==> config.mk <==
export PLATFORM = sky130hd
export DESIGN_NAME = rf_seq_ctrl
export DESIGN_NICKNAME = d
export VERILOG_FILES = /design/src/rtl/rf_seq_ctrl_pkg.sv /design/src/rtl/rf_seq_ctrl_alu.sv /design/src/rtl/rf_seq_ctrl.sv
export SDC_FILE = /design/constraint.sdc
export NUM_CORES = 1
export LEC_CHECK = 0
export CAP_MARGIN = 20
export CELL_PAD_IN_SITES_DETAIL_PLACEMENT = 0
export CELL_PAD_IN_SITES_GLOBAL_PLACEMENT = 1
export CORE_UTILIZATION = 30
export DETAILED_ROUTE_END_ITERATION = 10
export GPL_ROUTABILITY_DRIVEN = 0
export GPL_TIMING_DRIVEN = 0
export HOLD_SLACK_MARGIN = 0.03
export PLACE_DENSITY_LB_ADDON = 0.05
export SYNTH_ARGS = -nofsm -noshare
export SYNTH_HDL_FRONTEND = slang
export SYNTH_SLANG_ARGS = --single-unit
==> constraint.sdc <==
create_clock -name clk -period 3.4 [get_ports clk]
set_input_delay 0.68 -clock clk [delete_from_list [all_inputs] [get_ports clk]]
set_output_delay 0.68 -clock clk [all_outputs]
set_load 0.01 [all_outputs]
==> src/rtl/rf_seq_ctrl_pkg.sv <==
// Shared definitions for the register-file micro-sequencer:
// opcode constants, FSM state codes and small decode helpers.
package rf_ctrl_defs;

    localparam int OP_W    = 3;
    localparam int STATE_W = 2;

    // Command opcodes
    localparam logic [OP_W-1:0] OP_NOP = 3'b000;
    localparam logic [OP_W-1:0] OP_LDI = 3'b001;
    localparam logic [OP_W-1:0] OP_MOV = 3'b010;
    localparam logic [OP_W-1:0] OP_ADD = 3'b011;
    localparam logic [OP_W-1:0] OP_SUB = 3'b100;
    localparam logic [OP_W-1:0] OP_AND = 3'b101;
    localparam logic [OP_W-1:0] OP_OR  = 3'b110;
    localparam logic [OP_W-1:0] OP_XOR = 3'b111;

    // Sequencer states
    localparam logic [STATE_W-1:0] S_IDLE = 2'd0;
    localparam logic [STATE_W-1:0] S_RD_A = 2'd1;
    localparam logic [STATE_W-1:0] S_RD_B = 2'd2;
    localparam logic [STATE_W-1:0] S_WR   = 2'd3;

    // True for the two-operand opcodes, which need a second read cycle.
    function automatic logic op_needs_b(input logic [OP_W-1:0] op);
        return (op == OP_ADD) || (op == OP_SUB) || (op == OP_AND) ||
               (op == OP_OR)  || (op == OP_XOR);
    endfunction

    // First state after accepting a command: NOP completes from IDLE,
    // LDI needs no operand read, everything else reads src_a first.
    function automatic logic [STATE_W-1:0] entry_state(input logic [OP_W-1:0] op);
        logic [STATE_W-1:0] st;
        case (op)
            OP_NOP:  st = S_IDLE;
            OP_LDI:  st = S_WR;
            default: st = S_RD_A;
        endcase
        return st;
    endfunction

endpackage

==> src/rtl/rf_seq_ctrl_alu.sv <==
// Combinational ALU for the sequencer: selects the write-back value and
// derives the carry/borrow and zero flags for the executing opcode.
module rf_alu
    import rf_ctrl_defs::*;
#(
    parameter int WIDTH = 8
) (
    input  logic [OP_W-1:0]  op,
    input  logic [WIDTH-1:0] a,
    input  logic [WIDTH-1:0] b,
    input  logic [WIDTH-1:0] imm,
    output logic [WIDTH-1:0] result,
    output logic             c,
    output logic             z
);

    // One extra bit keeps the carry out of the add and the borrow of the subtract.
    logic [WIDTH:0] sum;
    logic [WIDTH:0] diff;

    assign sum  = {1'b0, a} + {1'b0, b};
    assign diff = {1'b0, a} - {1'b0, b};

    // Result and carry/borrow selection per opcode
    always_comb begin
        // NOTE: every output gets a default before the case so no path leaves it unassigned (no latch).
        result = '0;
        c      = 1'b0;
        case (op)
            OP_LDI: result = imm;
            OP_MOV: result = a;
            OP_ADD: begin
                result = sum[WIDTH-1:0];
                c      = sum[WIDTH];
            end
            OP_SUB: begin
                // The borrow out of the widened subtract is set exactly when a < b.
                result = diff[WIDTH-1:0];
                c      = diff[WIDTH];
            end
            OP_AND: result = a & b;
            OP_OR:  result = a | b;
            OP_XOR: result = a ^ b;
            default: ;
        endcase
    end

    assign z = (result == '0);

endmodule

==> src/rtl/rf_seq_ctrl.sv <==
// Micro-sequencer executing register-transfer commands on a register file
// with one combinational read port: operands are read serially (src_a, then
// src_b), combined in rf_alu, and written back through the write port.
module rf_seq_ctrl
    import rf_ctrl_defs::*;
#(
    parameter int WIDTH = 8,
    parameter int AW    = 3
) (
    input  logic             clk,
    input  logic             clr_n,
    // Command port
    input  logic             cmd_valid,
    output logic             cmd_ready,
    input  logic [OP_W-1:0]  cmd_op,
    input  logic [AW-1:0]    cmd_dst,
    input  logic [AW-1:0]    cmd_src_a,
    input  logic [AW-1:0]    cmd_src_b,
    input  logic [WIDTH-1:0] cmd_imm,
    // Register file interface
    output logic [AW-1:0]    rf_rsel,
    input  logic [WIDTH-1:0] rf_q,
    output logic             rf_en,
    output logic [AW-1:0]    rf_wsel,
    output logic [WIDTH-1:0] rf_d,
    // Completion and flags
    output logic             rsp_valid,
    output logic [WIDTH-1:0] rsp_data,
    output logic             flag_z,
    output logic             flag_c
);

    logic [STATE_W-1:0] state_q, state_d;

    // Command fields captured at acceptance
    logic [OP_W-1:0]  op_q;
    logic [AW-1:0]    dst_q;
    logic [AW-1:0]    src_a_q;
    logic [AW-1:0]    src_b_q;
    logic [WIDTH-1:0] imm_q;

    // Operands read from the register file
    logic [WIDTH-1:0] a_q;
    logic [WIDTH-1:0] b_q;

    // Response and flags
    logic             rsp_valid_q, rsp_valid_d;
    logic [WIDTH-1:0] rsp_data_q,  rsp_data_d;
    logic             flag_z_q,    flag_z_d;
    logic             flag_c_q,    flag_c_d;

    logic             accept;
    logic [WIDTH-1:0] alu_result;
    logic             alu_c;
    logic             alu_z;

    assign cmd_ready = (state_q == S_IDLE);
    assign accept    = cmd_valid && cmd_ready;

    // The ALU only sees latched fields, so the write-back value is stable for the whole WR cycle.
    rf_alu #(
        .WIDTH (WIDTH)
    ) u_alu (
        .op     (op_q),
        .a      (a_q),
        .b      (b_q),
        .imm    (imm_q),
        .result (alu_result),
        .c      (alu_c),
        .z      (alu_z)
    );

    // Next-state decode: IDLE -> (RD_A -> (RD_B) ->) WR -> IDLE
    always_comb begin
        state_d = state_q;
        case (state_q)
            S_IDLE: if (accept) state_d = entry_state(cmd_op);
            S_RD_A: state_d = op_needs_b(op_q) ? S_RD_B : S_WR;
            S_RD_B: state_d = S_WR;
            S_WR:   state_d = S_IDLE;
            default: state_d = S_IDLE;
        endcase
    end

    // State register; reset aborts any in-flight command before its write.
    always_ff @(posedge clk or negedge clr_n) begin
        if (!clr_n) begin
            state_q <= S_IDLE;
        end else begin
            // NOTE: sequential state uses non-blocking assignments so every flop samples pre-edge values.
            state_q <= state_d;
        end
    end

    // Capture all command fields on acceptance; later input changes are ignored.
    always_ff @(posedge clk or negedge clr_n) begin
        if (!clr_n) begin
            op_q    <= OP_NOP;
            dst_q   <= '0;
            src_a_q <= '0;
            src_b_q <= '0;
            imm_q   <= '0;
        end else if (accept) begin
            op_q    <= cmd_op;
            dst_q   <= cmd_dst;
            src_a_q <= cmd_src_a;
            src_b_q <= cmd_src_b;
            imm_q   <= cmd_imm;
        end
    end

    // Operand capture from the combinational read port during the read states.
    always_ff @(posedge clk or negedge clr_n) begin
        if (!clr_n) begin
            a_q <= '0;
            b_q <= '0;
        end else begin
            if (state_q == S_RD_A) a_q <= rf_q;
            if (state_q == S_RD_B) b_q <= rf_q;
        end
    end

    // Register-file drive decoded from state and latched fields only.
    always_comb begin
        rf_rsel = '0;
        rf_en   = 1'b0;
        rf_wsel = '0;
        rf_d    = '0;
        case (state_q)
            S_RD_A: rf_rsel = src_a_q;
            S_RD_B: rf_rsel = src_b_q;
            S_WR: begin
                rf_en   = 1'b1;
                rf_wsel = dst_q;
                rf_d    = alu_result;
            end
            default: ;
        endcase
    end

    // Completion: a writing command reports its result and flags the cycle
    // after WR; a NOP pulses rsp_valid without touching data or flags.
    always_comb begin
        rsp_valid_d = 1'b0;
        rsp_data_d  = rsp_data_q;
        flag_z_d    = flag_z_q;
        flag_c_d    = flag_c_q;
        if (state_q == S_WR) begin
            rsp_valid_d = 1'b1;
            rsp_data_d  = alu_result;
            flag_z_d    = alu_z;
            flag_c_d    = alu_c;
        end else if (accept && (cmd_op == OP_NOP)) begin
            rsp_valid_d = 1'b1;
        end
    end

    // Response and flag registers
    always_ff @(posedge clk or negedge clr_n) begin
        if (!clr_n) begin
            rsp_valid_q <= 1'b0;
            rsp_data_q  <= '0;
            flag_z_q    <= 1'b0;
            flag_c_q    <= 1'b0;
        end else begin
            rsp_valid_q <= rsp_valid_d;
            rsp_data_q  <= rsp_data_d;
            flag_z_q    <= flag_z_d;
            flag_c_q    <= flag_c_d;
        end
    end

    assign rsp_valid = rsp_valid_q;
    assign rsp_data  = rsp_data_q;
    assign flag_z    = flag_z_q;
    assign flag_c    = flag_c_q;

endmodule

==> run metrics <==
Tot Pwr=5.277 mW; CP Max Fanout=4; CTS max path bufs=2; row count=38; endpoints failing setup=0; crit start category=flip-flop; first-pass GRT wire length=16500 um; Netlist Area Pre-Place=3433 um2; Internal=2.820 mW; CTS tree=built; Synth Flop Type=dfrtp_1; DR pass1 iterations=4; Mapped Avg Cell Area=9.180 um2; Via Count=2964; total grt overflow=0; switching pwr=2.457 mW; Worst-Margin Slew=0.8404 ns; Die Ht=109.0 um; TritonCTS buffer count=5; Area growth, synth to finish=33.27%; max cap viols=0; vias per std cell=5.015; Cells after Synth=374; CP Class=reg2out; RSZ-0062 raised after global routing=true; DRC=0; fill count=1121; Die Wd=109.0 um; fmax=295.7 MHz; Inst Count DP=572; core outline area=10980 um2; vias in the first global route=3015; Clk pwr share=10.1%; Synth async-reset ratio=100.0%; final antenna-violating net count=0; number of port buffers=57; Final Max Tran Viols=0; Distinct cells, synth=54; critical path capture point type=primary output; Clock Pin Slew Worst Setup and Hold Paths=0.08 ns; ant diodes=0; Worst Skew=0.008025 ns; CTS Root Cell=clkbuf_16; Critical Path AT=2.70 ns; CTS sink cnt=49; Seq cells post-synth=49; drt wl/cell=17.64 um; leakage=2.014 nW; crit share post-route=99.47%; Warnings, synthesis=0; Global Route Usage Sum=19.00%; initial antenna violation count=0; Rel. slew slack=43.97%; Finished Layout Cells=591; min-delay worst type=in2async; post-synth top area share=35.71%; initial drt markers=97; die area=11880 um2; nets@finish=511; htree depth=2; VDD IR max=362.9 uV; Comb pwr share=70.1%; Routed Wire Length=10420 um; # IOs=58; ranking of synthesized cells by area=dfrtp_1 36%, ha_1 10%, mux2_2 7.9%, o21ai_0 4.1%, nand2_1 3.8%; Yosys top cell by area=dfrtp_1; fraction of layout cells with a size suffix above 1=19.96%; clk_lat worst skew=0.31 ns; Mapped Nets=435; setup TNS=0 ns; P per Cell Area=1153 nW/um2; sequential power share=19.8%; largest net degree at the start of global routing=28; final hold vios=0; Non-Filler Cell Area, Final=4576 um2; Post-synth top cells=49 x dfrtp_1, 35 x nand2_1, 29 x inv_1, 29 x nor2_1; most frequent cell after synthesis=dfrtp_1; status=completed; final HPWL from detailed placement=7861 um; Hold WS=0.3480 ns; placed instance area=4194 um2; CP required=2.72 ns; Final min period=3.382 ns; Sw Ratio=46.56%; Initial Util=31.26%; Seq/Total Area, Yosys=35.71%; number of synthesized flops with an enable pin=0
[cell families after synthesis]
family / after synthesis / synth area share (%)
compound gates: 96 / 19.57
xor+xnor: 2 / 0.5103
fa+ha+maj: 30 / 11.37
buf+inv: 52 / 6.414
flops: 49 / 35.71
mux: 32 / 10.24
simple gates: 113 / 16.18
[per-layer routing]
layer | track usage [%] | share of wire [%]
met3 | 3.706 | 3.5
met4 | 5.985 | 1.6
met1 | 24.84 | 46
met5 | 0 | 0
met2 | 31.36 | 49
[sequential cells by signal, summed over array words and instances, names as in the netlist]
name	count
b_q	8
flag_z	1
op_q	3
dst_q	3
src_a_q	3
state_q	2
flag_c	1
a_q	8
imm_q	8
src_b_q	3
rsp_valid	1
rsp_data	8
[through the flow]
stage	util, %	setup WS, ns
2_1_floorplan	-	0.6564
3_3_place_gp	38.05	-0.1537
3_5_place_dp	38.19	-0.1316
4_1_cts	41.09	-0.05035
5_1_grt	41.66	-0.08471
6_report	41.66	0.01799
[path summary, 6_finish.rpt]
kind,from,to,slack [ns],cells after the start
min in group clk,rsp_data[0],rsp_data[0],0.48,1
max,a_q[1],rf_d[5],0.02,8
min reg2reg,rsp_data[0],rsp_data[0],0.48,1
max reg2reg,b_q[0],flag_z,0.70,9
max in group asynchronous,clr_n,imm_q[2],2.50,2
min,clr_n,a_q[6],0.35,1
[power by group through the flow]
stage,clock (mW),sequential (mW),combinational [mW]
3_3_place_gp,0,1.08,3.27
3_5_place_dp,0,1.08,3.30
4_1_cts,0.557,1.05,3.62
2_1_floorplan,0,1.06,2.20
6_report,0.532,1.05,3.70
5_1_grt,0.582,1.08,4.09
[layout make-up]
| type | count | area [um2] | share of cell area, % |
|---|---|---|---|
| Timing Repair Buffer | 69 | 664.4 | 14.52 |
| Sequential cell | 49 | 1227 | 26.83 |
| Multi-Input combinational cell | 273 | 2135 | 46.65 |
| Buffer | 23 | 115.1 | 2.516 |
| Clock inverter | 3 | 25.02 | 0.5469 |
| Tap cell | 140 | 175.2 | 3.828 |
| Clock buffer | 5 | 125.1 | 2.734 |
| Inverter | 29 | 108.9 | 2.379 |
[layout by cell type, fill, tap and decap left out, types with 5 or more instances in the layout]
master	n
nor2b_1	7
o211ai_1	6
mux2_2	24
nor3_1	5
inv_1	27
a21o_1	5
ha_1	24
nand2_1	35
a22oi_1	6
dfrtp_1	48
clkdlybuf4s50_1	50
buf_4	13
a21oi_1	13
nand3_1	7
o21ai_0	27
and2_1	6
mux2i_1	7
nand2b_1	7
nor2_1	27
buf_2	12
clkbuf_1	9
clkbuf_16	5
[critical path, cell delays in order, from the launching register on]
cell,delay [ns]
dfrtp_2,0.40
buf_4,0.15
ha_1,0.24
o311a_4,0.43
o31a_1,0.28
nor4b_2,0.27
o32ai_2,0.17
and2_1,0.17
dlygate4sd2_1,0.27
[timing repair]
action / CTS / global route
pin swaps: 2 / 10
endpoints found under the setup margin: 6 / 7
setup buffers: 8 / 3
resized for setup: 28 / 16
hold buffers: 0 / 0
No activity file was read; power rests on OpenSTA's default activity.
